### config.mk
export PLATFORM = sky130hd
export DESIGN_NAME = pic_priority_sequencer
export DESIGN_NICKNAME = d
export VERILOG_FILES = /design/src/rtl/pic_priority_sequencer.sv
export SDC_FILE = /design/constraint.sdc
export NUM_CORES = 1
export LEC_CHECK = 0
export CAP_MARGIN = 20
export CORE_UTILIZATION = 40
export CTS_CLUSTER_DIAMETER = 80
export DETAILED_ROUTE_END_ITERATION = 12
export PLACE_DENSITY = 0.63
export SLEW_MARGIN = 20
export SYNTH_ARGS = -nofsm -noshare
export SYNTH_HDL_FRONTEND = slang
export SYNTH_SLANG_ARGS = --single-unit
### constraint.sdc
create_clock -name clk -period 12.7 [get_ports clk]
set_input_delay 2.54 -clock clk [delete_from_list [all_inputs] [get_ports clk]]
set_output_delay 2.54 -clock clk [all_outputs]
set_load 0.005 [all_outputs]
### src/rtl/pic_priority_sequencer.sv
// 8259A-style interrupt scheduler: IRR/ISR, nested or rotating priority,
// two-pulse INTA acknowledge and OCW2 EOI/rotate handling.
module pic_priority_sequencer #(
  parameter int NUM_IR = 8,
  parameter logic [2:0] SPURIOUS_LVL = 3'd7
) (
  input  logic       clk,
  input  logic       reset,
  input  logic [7:0] ir,
  input  logic [7:0] imr,
  input  logic       ltim,
  input  logic       aeoi,
  input  logic       inta_n,
  input  logic [7:0] ocw2,
  input  logic       ocw2_wr,
  output logic       int_out,
  output logic [2:0] int_vec,
  output logic       vec_valid,
  output logic       first_ack,
  output logic       second_ack,
  output logic [7:0] irr,
  output logic [7:0] isr
);

  localparam logic [1:0] IDLE = 2'd0;
  localparam logic [1:0] ACK1 = 2'd1;
  localparam logic [1:0] ACK2 = 2'd2;

  logic [1:0] state;
  logic [2:0] lowest_prio;
  logic       rotate_aeoi;
  logic       inta_q;
  logic [7:0] ir_q;
  logic [2:0] ack_lvl;
  logic       ack_real;

  // {found, level} of the highest-priority set bit, scanning from lp+1
  function automatic logic [3:0] pick(
    input logic [7:0] v,
    input logic [2:0] lp
  );
    logic [3:0] res;
    logic [2:0] l;
    res = '0;
    for (int r = 7; r >= 0; r--) begin
      l = lp + 3'd1 + 3'(r);
      if (v[l]) res = {1'b1, l};
    end
    return res;
  endfunction

  function automatic logic [2:0] rank(
    input logic [2:0] lvl,
    input logic [2:0] lp
  );
    return lvl - lp - 3'd1;
  endfunction

  logic [7:0] cand;
  logic       cand_any, isr_any, pending;
  logic [2:0] win, isr_hi;
  logic       inta_fall, ack1, ack2, done;

  assign cand = irr & ~imr;
  assign {cand_any, win} = pick(cand, lowest_prio);
  assign {isr_any, isr_hi} = pick(isr, lowest_prio);
  assign pending = cand_any &
    (~isr_any | (rank(win, lowest_prio) < rank(isr_hi, lowest_prio)));
  assign inta_fall = inta_q & ~inta_n;
  assign ack1 = (state == IDLE) & inta_fall;
  assign ack2 = (state == ACK1) & inta_fall;
  assign done = (state == ACK2);

  logic [2:0] cmd, lvl_l;
  logic [7:0] eoi_clr;
  logic       lp_we;
  logic [2:0] lp_new;
  logic       rot_new;

  assign cmd = ocw2[7:5];
  assign lvl_l = ocw2[2:0];

  always_comb begin
    eoi_clr = '0;
    lp_we = 1'b0;
    lp_new = lowest_prio;
    rot_new = rotate_aeoi;
    if (ocw2_wr) begin
      unique case (1'b1)
        (cmd == 3'b001): begin
          if (isr_any) eoi_clr[isr_hi] = 1'b1;
        end
        (cmd == 3'b011): eoi_clr[lvl_l] = 1'b1;
        (cmd == 3'b101): begin
          if (isr_any) begin
            eoi_clr[isr_hi] = 1'b1;
            lp_we = 1'b1;
            lp_new = isr_hi;
          end
        end
        (cmd == 3'b111): begin
          eoi_clr[lvl_l] = 1'b1;
          lp_we = 1'b1;
          lp_new = lvl_l;
        end
        (cmd == 3'b110): begin
          lp_we = 1'b1;
          lp_new = lvl_l;
        end
        (cmd == 3'b100): rot_new = 1'b1;
        (cmd == 3'b000): rot_new = 1'b0;
        default: ;
      endcase
    end
  end

  logic [7:0] set_mask, aeoi_clr, irr_edge, irr_n, isr_n;

  always_comb begin
    set_mask = '0;
    if (ack1 & pending) set_mask[win] = 1'b1;
    aeoi_clr = '0;
    if (done & aeoi & ack_real) aeoi_clr[ack_lvl] = 1'b1;
    irr_edge = (irr | (ir & ~ir_q)) & ir & ~set_mask;
    irr_n = ltim ? ir : irr_edge;
    // an ACK1 set beats a same-cycle EOI clear of the same bit
    isr_n = (isr & ~(eoi_clr | aeoi_clr)) | set_mask;
  end

  always_ff @(posedge clk or posedge reset) begin
    if (reset) begin
      state <= IDLE;
      irr <= '0;
      isr <= '0;
      ir_q <= '0;
      inta_q <= 1'b1;
      lowest_prio <= 3'd7;
      rotate_aeoi <= 1'b0;
      ack_lvl <= '0;
      ack_real <= 1'b0;
      int_out <= 1'b0;
      int_vec <= '0;
      vec_valid <= 1'b0;
      first_ack <= 1'b0;
      second_ack <= 1'b0;
    end else begin
      ir_q <= ir;
      inta_q <= inta_n;
      irr <= irr_n;
      isr <= isr_n;
      rotate_aeoi <= rot_new;
      vec_valid <= 1'b0;
      if (lp_we) lowest_prio <= lp_new;
      else if (done & aeoi & rotate_aeoi) lowest_prio <= ack_lvl;
      unique case (state)
        IDLE: begin
          int_out <= ack1 ? 1'b0 : pending;
          if (ack1) begin
            state <= ACK1;
            first_ack <= 1'b1;
            ack_real <= pending;
            ack_lvl <= pending ? win : SPURIOUS_LVL;
          end
        end
        ACK1: begin
          if (ack2) begin
            state <= ACK2;
            first_ack <= 1'b0;
            second_ack <= 1'b1;
            vec_valid <= 1'b1;
            int_vec <= ack_lvl;
          end
        end
        default: begin
          state <= IDLE;
          second_ack <= 1'b0;
        end
      endcase
    end
  end

endmodule
==> run_results.csv <==
group,metric,value,unit
status,outcome,"complete, no violations",
floorplan,die_y,102,um
synth,postSynthCellCount,419,
clocking,h-tree-depth,2,
worst_setup_path,cp-end-kind,"flop",
clocking,clockBufferDepth,2,
sta,slew_violations,0,
sta,skew,2.55,ps
place,gp_routability_congestion,0.908,
worst_setup_path,startpoint_type,"flop",
worst_setup_path,r2r-start,"lowest_prio[0]",
synth,synthFlopType,"dfrtp_1",
worst_setup_path,path_cells,"inv_2, ha_1, buf_4, mux4_2, mux2_2, o21bai_1, a2111o_1, nand3_1, inv_2, ha_1, fa_1, xnor2_1, xnor2_1, ha_1, nor2b_1, o21a_1, a31oi_4, nand2_4, nor3_2, a22o_1",
clocking,ctsResizeCount,0,
place,dpl_cell_area,4600,sq um
clocking,postCtsHoldBufs,0,
finish,fillers,945,
global_routing,grt.total_usage,22.2,%
place,dp.cells,583,
global_routing,grt_pass1_vias,3557,
floorplan,die_w,102,um
sta,setup_viol_count_final,0,
worst_setup_path,cpMostUsedCell,"ha_1",
synth,async_reset_ff_share,100,%
clocking,clk_pin_slew,80,ps
global_routing,grt_max_degree,43,
routing,drc_errors,0,
sta,tightest_slew,866,ps
clocking,cts_sinks,42,
worst_setup_path,critPathKind,"flop to flop",
floorplan,core_area,9770,sq um
floorplan,num_rows,36,
finish,drive_gt1_share,15.5,%
routing,via_per_inst,6.23,
worst_setup_path,required,12940,ps
synth,synth_edf_count,0,
worst_setup_path,crit_cells,20,
worst_setup_path,cp_slowest_stage_delay,1090,ps
finish,fin_cells,591,
clocking,cts_tree,"done",
global_routing,grt_pass1_wl,18100,um
hold_path,worst_hold_path.num_cells,1,
global_routing,antenna_found_initial,0,
global_routing,overflow,0,
place,dp_hpwl,8040,um
routing,drt-pass1-iter-count,4,
synth,synthDistinctLibCells,82,
synth,syn_area,4030,sq um
finish,area_delta_synth_final,16.3,%
sta,finalSetupTns,0,ps
routing,drt_iter0_markers,172,
synth,synth_nets,457,
finish,n_antenna_cell,0,
routing,routed_wl,10900,um
worst_setup_path,cp-startpoint,"lowest_prio[0]",
floorplan,start_util,41.3,%
synth,avgSynthCellArea,9.62,sq um
floorplan,ios,53,
routing,num_vias,3684,
sta,fmax,144,MHz
clocking,cts-root-buf,"clkbuf_8",
worst_setup_path,path_buf_inv,3,
finish,layout.nets,495,
worst_setup_path,slowest_stage,"dfstp_2",
routing,ant_nets,0,
worst_setup_path,crit_arrival,7180,ps
run,cap_violations,0,
clocking,post_cts_buffers,0,
sta,fin_crit_sh,54.6,%
synth,synth-warning-count,0,
worst_setup_path,worst_r2r_path_depth,20,
routing,post_drt_wl_per_cell,18.4,um
worst_setup_path,critical_path.top_delay_family,"adder cells",
clocking,clk_latency,300,ps
synth,yosysSeqAreaShare,26.2,%
finish,design_area,4690,sq um
floorplan,die_area,10500,sq um
sta,hold_violations,0,
hold_path,min-delay-start,"state[1]",
clocking,cts_buffers,5,
synth,ys_ff_latch,42,
place,portBuffers,50,
hold_path,hold_class,"flop to flop",
worst_setup_path,critPathMaxFanout,40,
sta,slew_headroom,42.0,%
sta,fin_crit,6930,ps
sta,rsz0062_at_grt,"no",
## flip-flops by register name (all words and copies together) (netlist names)
name	cells
ack_real	1
ack_lvl	3
isr	8
state	2
vec_valid	1
ir_q	8
inta_q	1
lowest_prio	3
first_ack	1
int_out	1
second_ack	1
irr	8
int_vec	3
rotate_aeoi	1
## layer usage
layer / vias up / global-route usage [%] / share of wire (%)
met3: 8 / 2.94 / 6.7
met1: 1839 / 30.1 / 44
li1: 1709 / - / -
met4: 0 / 5.38 / 0.99
met2: 128 / 37.6 / 48
met5: - / 0 / 0
## synth_stat cells (all sizes together), types with 5 or more instances
| cell | n | area share, % |
|---|---|---|
| dfrtp | 38 | 24 |
| nor2 | 29 | 2.8 |
| o21ai | 24 | 3.1 |
| mux4 | 22 | 12 |
| nand2 | 22 | 2.2 |
| a21oi | 21 | 2.6 |
| nor3 | 19 | 2.8 |
| mux2i | 18 | 4.5 |
| nand2b | 18 | 2.8 |
| a31oi | 15 | 2.7 |
| mux2 | 15 | 4.3 |
| nor2b | 14 | 2.4 |
| clkbuf | 13 | 1.2 |
| inv | 12 | 1.1 |
| buf | 9 | 1.8 |
| xnor2 | 9 | 2.1 |
| nand3 | 8 | 0.99 |
| ha | 6 | 1.9 |
| o211ai | 6 | 1.1 |
| a22oi | 5 | 1.1 |
| nand3b | 5 | 0.93 |
| nor3b | 5 | 0.93 |
| o311ai | 5 | 1.1 |
## final cells by class
class	count	area, sq um	share of cell area [%]
clock buffer	5	68.8	1.47
inverter	12	45.0	0.961
timing repair buffer	53	523	11.2
sequential	42	1060	22.5
clock inverter	3	18.8	0.400
tap	133	166	3.55
multi-input combinational	343	2810	60.0
## layout by cell type, fill, tap and decap left out, types with 13 or more instances in the layout
| master | instances |
|---|---|
| mux2i_1 | 18 |
| o21ai_0 | 19 |
| nor2b_1 | 13 |
| nor3_1 | 17 |
| nand2_1 | 21 |
| dfrtp_1 | 38 |
| mux4_2 | 21 |
| a31oi_1 | 14 |
| nand2b_1 | 18 |
| a21oi_1 | 21 |
| mux2_2 | 13 |
| clkdlybuf4s50_1 | 50 |
| nor2_1 | 28 |
## metrics by stage
step                hold WS [ps]  utilization, %  setup WS (ps)
finish                       480            48.0           5770
global route                 506            48.0           5280
CTS                          491            48.0           5700
detailed placement           474            47.1           5460
global placement             450            47.1           5500
floorplan                    431               -           6520
## worst paths after layout
check                                 endpoint  slack [ps]
max in group asynchronous       lowest_prio[1]        9650
worst max-delay path                    isr[0]        5770
worst min-delay path                  state[0]         480
worst min register to register        state[0]         480
worst max register to register          isr[0]        5770
min in group asynchronous              ir_q[5]        2670
## cells by family (layout without fill, tap and decap cells)
family	Yosys count	after routing	share of synthesized area (%)
compound gates	117	117	20.5
buf+inv	34	73	4.10
simple gates	151	151	21.7
mux	55	55	21.1
xor+xnor	12	12	3.48
fa+ha+maj	8	8	2.85
flops	42	42	26.2
Power is left out: the tool's default activity adds up to more than one toggle a clock period on the data nets, which glitch-free logic cannot reach.
